File: config.mk
export PLATFORM = sky130hd
export DESIGN_NAME = cic_decim_ctrl
export DESIGN_NICKNAME = d
export VERILOG_FILES = /design/src/rtl/cic_decim_ctrl.sv
export SDC_FILE = /design/constraint.sdc
export NUM_CORES = 1
export LEC_CHECK = 0
export BUFFER_PORTS_ARGS = -buffer_cell sky130_fd_sc_hd__clkbuf_2
export CAP_MARGIN = 5
export CORE_AREA = 2 2 83 85
export DETAILED_ROUTE_END_ITERATION = 16
export DIE_AREA = 0 0 85 87
export PLACE_DENSITY = 0.66
export SYNTH_ARGS = -nofsm -noshare
export SYNTH_HDL_FRONTEND = slang
export SYNTH_SLANG_ARGS = --single-unit
File: constraint.sdc
create_clock -name clk -period 1.9 [get_ports clk]
set_input_delay 0 -clock clk [delete_from_list [all_inputs] [get_ports clk]]
set_output_delay 0 -clock clk [all_outputs]
set_load 0.02 [all_outputs]
File: src/rtl/cic_decim_ctrl.sv
// rtl/cic_decim_ctrl.sv - sequencer for the 5-stage CIC decimator: reset, ratio load, settle discard, sample strobe
// Optional stuck-clock watchdog is built when CIC_WDOG_EN is defined.
module cic_decim_ctrl #(
    parameter int DATA_W         = 31,
    parameter int DEFAULT_RATIO  = 64,
    parameter int MIN_RATIO      = 2,
    parameter int RST_CYCLES     = 4,
    parameter int SETTLE_SAMPLES = 5,
    parameter int WDOG_CYCLES    = 4
) (
    input  logic              clk,
    input  logic              rst_n,
    input  logic [15:0]       cfg_ratio,
    input  logic              cfg_valid,
    output logic              cfg_ready,
    output logic              cfg_err,
    output logic              cic_rst,
    output logic [15:0]       cic_ratio,
    input  logic              cic_d_clk,
    input  logic [DATA_W-1:0] cic_d_out,
    output logic [DATA_W-1:0] out_data,
    output logic              out_valid,
    output logic              busy
);
    localparam int RST_CNT_W = ($clog2(RST_CYCLES + 1) > 3) ? $clog2(RST_CYCLES + 1) : 3;
    localparam int SET_CNT_W = ($clog2(SETTLE_SAMPLES + 1) > 1) ? $clog2(SETTLE_SAMPLES + 1) : 1;

    typedef enum logic [1:0] {
        S_RST    = 2'd0,
        S_SETTLE = 2'd1,
        S_RUN    = 2'd2
    } state_t;

    state_t                r_state;
    logic                  r_cic_rst;
    logic [15:0]           r_cic_ratio;
    logic                  r_cfg_ready;
    logic                  r_cfg_err;
    logic                  r_out_valid;
    logic [DATA_W-1:0]     r_out_data;
    logic                  r_busy;
    logic [RST_CNT_W-1:0]  r_rst_cnt;
    logic [SET_CNT_W-1:0]  r_settle_cnt;
    logic                  r_d_clk_q;

    logic w_rise;
    logic w_accept;
    logic w_cfg_ok;
    logic w_reconf;
    logic w_reject;
    logic w_settle_last;
    logic w_wdog_trip;

    assign w_rise        = cic_d_clk & ~r_d_clk_q;
    assign w_accept      = cfg_valid & r_cfg_ready;
    assign w_cfg_ok      = (cfg_ratio >= 16'(MIN_RATIO));
    assign w_reconf      = w_accept & w_cfg_ok;
    assign w_reject      = w_accept & ~w_cfg_ok;
    assign w_settle_last = (r_settle_cnt == SET_CNT_W'(SETTLE_SAMPLES - 1));

`ifdef CIC_WDOG_EN
    logic [16:0] r_wdog_cnt;
    logic [17:0] w_wdog_limit;

    // Limit is two output periods plus slack; a healthy decimator rises once per period.
    assign w_wdog_limit = {1'b0, r_cic_ratio, 1'b0} + 18'(WDOG_CYCLES);
    assign w_wdog_trip  = (r_state != S_RST) && !w_rise &&
                          (({1'b0, r_wdog_cnt} + 18'd1) == w_wdog_limit);

    always_ff @(posedge clk or negedge rst_n) begin
        if (!rst_n) begin
            r_wdog_cnt <= '0;
        end else if ((r_state == S_RST) || w_rise || w_reconf || w_wdog_trip) begin
            r_wdog_cnt <= '0;
        end else if (r_wdog_cnt != '1) begin
            r_wdog_cnt <= r_wdog_cnt + 17'd1;
        end
    end
`else
    assign w_wdog_trip = 1'b0;
`endif

    always_ff @(posedge clk or negedge rst_n) begin
        if (!rst_n) begin
            r_state      <= S_RST;
            r_cic_rst    <= 1'b1;
            r_cic_ratio  <= 16'(DEFAULT_RATIO);
            r_cfg_ready  <= 1'b0;
            r_cfg_err    <= 1'b0;
            r_out_valid  <= 1'b0;
            r_out_data   <= '0;
            r_busy       <= 1'b1;
            r_rst_cnt    <= '0;
            r_settle_cnt <= '0;
            r_d_clk_q    <= 1'b0;
        end else begin
            r_d_clk_q   <= cic_d_clk;
            r_out_valid <= 1'b0;
            r_cfg_err   <= w_reject | w_wdog_trip;

            // Reconfiguration outranks a coincident rise: that sample is dropped.
            if (w_reconf || w_wdog_trip) begin
                if (w_reconf) begin
                    r_cic_ratio <= cfg_ratio;
                end
                r_state      <= S_RST;
                r_cic_rst    <= 1'b1;
                r_cfg_ready  <= 1'b0;
                r_busy       <= 1'b1;
                r_rst_cnt    <= '0;
                r_settle_cnt <= '0;
            end else begin
                case (r_state)
                    S_RST: begin
                        if (r_rst_cnt == RST_CNT_W'(RST_CYCLES - 1)) begin
                            r_state     <= S_SETTLE;
                            r_cic_rst   <= 1'b0;
                            r_cfg_ready <= 1'b1;
                            r_rst_cnt   <= '0;
                        end else begin
                            r_rst_cnt <= r_rst_cnt + 1'b1;
                        end
                    end
                    S_SETTLE: begin
                        if (w_rise) begin
                            if (r_settle_cnt != SET_CNT_W'(SETTLE_SAMPLES)) begin
                                r_settle_cnt <= r_settle_cnt + 1'b1;
                            end
                            if (w_settle_last) begin
                                r_state <= S_RUN;
                                r_busy  <= 1'b0;
                            end
                        end
                    end
                    S_RUN: begin
                        if (w_rise) begin
                            r_out_data  <= cic_d_out;
                            r_out_valid <= 1'b1;
                        end
                    end
                    default: begin
                        r_state     <= S_RST;
                        r_cic_rst   <= 1'b1;
                        r_cfg_ready <= 1'b0;
                        r_busy      <= 1'b1;
                    end
                endcase
            end
        end
    end

    assign cfg_ready = r_cfg_ready;
    assign cfg_err   = r_cfg_err;
    assign cic_rst   = r_cic_rst;
    assign cic_ratio = r_cic_ratio;
    assign out_data  = r_out_data;
    assign out_valid = r_out_valid;
    assign busy      = r_busy;

endmodule

-- Word-level counts from Yosys, hierarchy flattened
Index checks and enable logic that the tools add are counted.
- add/sub/neg operators: 2
- order comparisons: 1
- eq/ne operators: 11
- multiplexer cells: 25
- bitwise gates (word level): 7
- reduce and logical (&&, ||, !) cells: 12
- operator list (operator ; count):
    $mux 3 ; 7
    $ge 16x2->1 const B ; 1
    $ne 3x3->1 const B ; 4
    $mux 1 ; 10
    $reduce_and 3->1 ; 3
    $mux 2 ; 4
    $reduce_bool 2->1 ; 4
    $add 3x1->3 const B ; 2
    $pmux 1 s2 ; 3
    $pmux 2 s3 ; 1
    $and 1x1->1 ; 4
    $ne 2x1->1 const B ; 2
    $reduce_and 4->1 ; 1
    $reduce_or 2->1 ; 2
    $eq 3x2->1 const B ; 1
    $eq 3x3->1 const B ; 1
    $not 1->1 ; 3
    $eq 2x1->1 const B ; 1
    $eq 2x2->1 const B ; 1
    $logic_not 2->1 ; 1
    $ne 2x2->1 const B ; 1
    $reduce_and 2->1 ; 1
- register bits: 61
- input port bits: 51
- output and inout bits: 52

-- Longest topological paths before layout
- word-level depth: 5
- gate-level depth with buffers: 6

-- Least setup slack after synthesis
OpenSTA, ideal clock, no wires.
- path kind: register to register
- from: register r_state[0]
- to: register r_out_data[10] (netlist: out_data[10])
- library setup time: 0.125 ns
- arrival time: 1.461 ns
- required time: 1.775 ns
- slack: 0.314 ns
- cell stages (with the launch flop): 7
- buffers on the path: 1
- clock period less this slack: 1.586 ns
- cell sequence: dfrtp_1 inv_1 ha_1 nand2_1 a31oi_4 buf_6 mux2_2
- word-level cells in the longest chain between the ends: 2
- ends and longest elaborated chain (what ; RTL line ; RTL):
    from (decl) ; 34 ; state_t r_state;
    from (signal assigned) ; 85 ; r_state <= S_RST;
    from (signal assigned) ; 106 ; r_state <= S_RST;
    from (signal assigned) ; 116 ; r_state <= S_SETTLE;
    $eq 2x2->1 ; 113 ; case (r_state)
    $reduce_and 3->1 (no source line) ; - ;
    to (signal assigned) ; 137 ; r_out_data <= cic_d_out;
    to (decl) ; 40 ; logic [DATA_W-1:0] r_out_data;
No other way between the ends.
A chain may end at the register's enable or synchronous reset.

-- Worst setup path after layout
- from: input port cfg_ratio[1]
- to: register r_cic_ratio[2] (netlist: cic_ratio[2])
- word-level cells in the longest chain between the ends: 2
- ends and longest elaborated chain (what ; RTL line ; RTL):
    from (decl) ; 13 ; input logic [15:0] cfg_ratio,
    $ge 16x2->1 ; 56 ; assign w_cfg_ok = (cfg_ratio >= 16'(MIN_RATIO));
    $and 1x1->1 ; 57 ; assign w_reconf = w_accept & w_cfg_ok;
    to (signal assigned) ; 87 ; r_cic_ratio <= 16'(DEFAULT_RATIO);
    to (signal assigned) ; 104 ; r_cic_ratio <= cfg_ratio;
    to (decl) ; 36 ; logic [15:0] r_cic_ratio;
No other way between the ends.

==> impl_metrics.env <==
export IMPL_power_density_mw_per_mm2=1480
export IMPL_overflow=0
export IMPL_maxCapViolCount=0
export IMPL_finalSetupViolCount=0
export IMPL_die_area_mm2=0.00740
export IMPL_wl_per_cell_um=14.2
export IMPL_ioPinCount=103
export IMPL_leakage_nw=1.91
export IMPL_place_area_mm2=0.00313
export IMPL_drcViolationCount=0
export IMPL_hold_path_class="in2reg"
export IMPL_dpl_hpwl_mm=3.79
export IMPL_netlist_area_mm2=0.00250
export IMPL_synth_top_family_by_area="multiplexers"
export IMPL_fmax_ghz=0.549
export IMPL_start_util_pct=38.1
export IMPL_crit_arrival_ns=2.02
export IMPL_portBuffers=102
export IMPL_fillCellCount=539
export IMPL_synth_nets=228
export IMPL_grtUsageTotal_pct=16.6
export IMPL_synth_cell_type_count=31
export IMPL_path_clk_slew_ns=0.06
export IMPL_antenna_left=0
export IMPL_gp_congestion=0.697
export IMPL_insertion_delay_ns=0.32
export IMPL_core_rowCount=30
export IMPL_fp_dieH_um=87
export IMPL_ys_seq_area_share_pct=61.1
export IMPL_muxShareOfSynthArea_pct=22.4
export IMPL_synth_seq_cells=61
export IMPL_drive_above_1_share_pct=52.7
export IMPL_coreArea_mm2=0.00657
export IMPL_drt_initial_drc_count=37
export IMPL_path_class="in2reg"
export IMPL_synth_simple_area_share_pct=5.59
export IMPL_layout_setup_ws_ns=0.0789
export IMPL_skew_ns=0.00729
export IMPL_status="complete, no violations"
export IMPL_syn_to_final_growth_pct=54.3
export IMPL_tightest_slew_ns=0.664
export IMPL_vias=1971
export IMPL_grt_pass1_vias=2083
export IMPL_ctsHtreeMaxLevel=3
export IMPL_synth_compound_area_share_pct=3.65
export IMPL_worstPathRequired_ns=2.10
export IMPL_min_period_ns=1.82
export IMPL_endpoint_kind="flip-flop"
export IMPL_fin_total_pwr_mw=5.70
export IMPL_clock_sinks=61
export IMPL_syn_avg_cell_area_um2=14.8
export IMPL_grt_max_degree=37
export IMPL_clockBufferDepth=2
export IMPL_min_period_over_period_pct=95.8
export IMPL_finalHoldViolCount=0
export IMPL_dp_slack_ns=0.132
export IMPL_cts_tree="done"
export IMPL_firstDrtPassIters=4
export IMPL_cts_made_buffers=9
export IMPL_antenna_found_initial=0
export IMPL_startpoint_type="primary input"
export IMPL_crit_fanout=20
export IMPL_vdd_drop_max_v=0.000963
export IMPL_yosysWarnings=0
export IMPL_slew_headroom_pct=55.7
export IMPL_vias_per_cell=4.76
export IMPL_n_antenna_cell=0
export IMPL_die_x_um=85
export IMPL_synth_xor_area_share_pct=0.699
export IMPL_layout_nets=391
export IMPL_fin_util_pct=58.8
export IMPL_syn_inst=169
export IMPL_final_area_mm2=0.00386
export IMPL_slew_violations=0
export IMPL_clock_root_buffer="clkbuf_8"
export IMPL_synthAdderAreaFrac_pct=4.00
export IMPL_grt_pass1_wl_mm=9.50
export IMPL_totalWireLength_mm=5.88
[layer usage]
| metal | track usage, % | part of all wire (%) | vias up |
|---|---|---|---|
| li1 | - | - | 923 |
| met1 | 19.3 | 41 | 967 |
| met2 | 28.1 | 51 | 71 |
| met3 | 5.02 | 6.4 | 10 |
| met4 | 7.94 | 1.4 | 0 |
| met5 | 0 | 0 | - |
[critical path, stage by stage]
cell           delay [ns]
dlygate4sd3_1        0.53
clkbuf_2             0.12
nor4_1               0.29
nand4_1              0.21
buf_4                0.19
nand3_1              0.13
buf_12               0.19
mux2_2               0.36
[cells by family after synthesis]
family,after synthesis
mux,50
flops,61
compound gates,10
simple gates,28
fa+ha+maj,8
xor+xnor,2
buf+inv,10
[layout make-up]
class | count | area (µm²) | share of cell area (%)
flip-flops and latches | 61 | 1530 | 39.6
repair buffers | 158 | 1110 | 28.7
multi-input cells | 98 | 922 | 23.9
clock buffers | 11 | 151 | 3.92
well taps | 80 | 100 | 2.59
clock inverters | 2 | 35.0 | 0.906
inverters | 4 | 15.0 | 0.388
[Yosys cell counts]
cell | instances | area [µm²]
dfrtp_1 | 58 | 1450
mux2_2 | 47 | 529
ha_1 | 8 | 100
nor2_1 | 8 | 30.0
nand2_1 | 5 | 18.8
inv_1 | 4 | 15.0
buf_6 | 3 | 33.8
dfstp_2 | 3 | 78.8
nand3_1 | 3 | 15.0
nor4_1 | 3 | 18.8
mux2i_1 | 2 | 20.0
nand2b_1 | 2 | 12.5
nand4_1 | 2 | 12.5
nor2b_1 | 2 | 12.5
o21ai_0 | 2 | 10.0
o221a_2 | 2 | 22.5
a21o_1 | 1 | 7.51
a21oi_1 | 1 | 5.00
a221oi_1 | 1 | 8.76
a31oi_4 | 1 | 21.3
and3_1 | 1 | 6.26
buf_2 | 1 | 5.00
buf_4 | 1 | 7.51
clkbuf_1 | 1 | 3.75
mux2_1 | 1 | 11.3
nand4b_1 | 1 | 8.76
nor3_1 | 1 | 5.00
o211ai_1 | 1 | 7.51
o311ai_0 | 1 | 8.76
xnor2_1 | 1 | 8.76
xor2_1 | 1 | 8.76
[worst paths after layout]
check | cells past startpoint | end | startpoint | slack [ns]
min in group asynchronous | 2 | out_data[12] | rst_n | 0.26
max reg2reg | 6 | out_data[27] | r_state[0] | 0.13
min | 5 | cfg_err | cfg_ratio[6] | 0.17
min reg2reg | 1 | out_data[4] | out_data[4] | 0.50
max | 8 | cic_ratio[2] | cfg_ratio[1] | 0.08
max in group asynchronous | 3 | busy | rst_n | 0.96
[sequential cells by signal, indices dropped and copies added (netlist names), 2 cells and up]
signal        flops
r_settle_cnt      3
r_state           2
cic_ratio        16
r_rst_cnt         3
out_data         31
[layout by cell type, fill, tap and decap left out, types with 3 or more instances in the layout]
master         instances
nand3_1                3
clkbuf_8              11
ha_1                   8
dfstp_2                3
inv_1                  4
nor2_1                 8
dfrtp_1               58
dlygate4sd3_1         50
nand2_1                5
mux2_2                47
buf_12                 3
clkbuf_2             102
[where the power goes]
part / internal [mW] / leakage (nW) / switching (mW)
combinational: 1.07 / 1.06 / 1.33
sequential: 1.89 / 0.757 / 0.304
clock: 0.653 / 0.0971 / 0.452
total: 3.62 / 1.91 / 2.08
[repair_timing]
action,in CTS,in global routing
setup endpoints to repair,0,46
gates resized for setup,0,2
setup buffers,0,1
hold buffers,50,0
endpoints found under the hold margin,73,0
[metrics by stage]
stage	instances	hold WS [ns]	TNS (ns)
floorplan	169	-0.296	0
global placement	349	0.0679	0
detailed placement	349	0.0646	0
CTS	412	0.136	0
global route	414	0.190	-0.00421
finish	414	0.174	0
(Power assumes the default switching activity.)
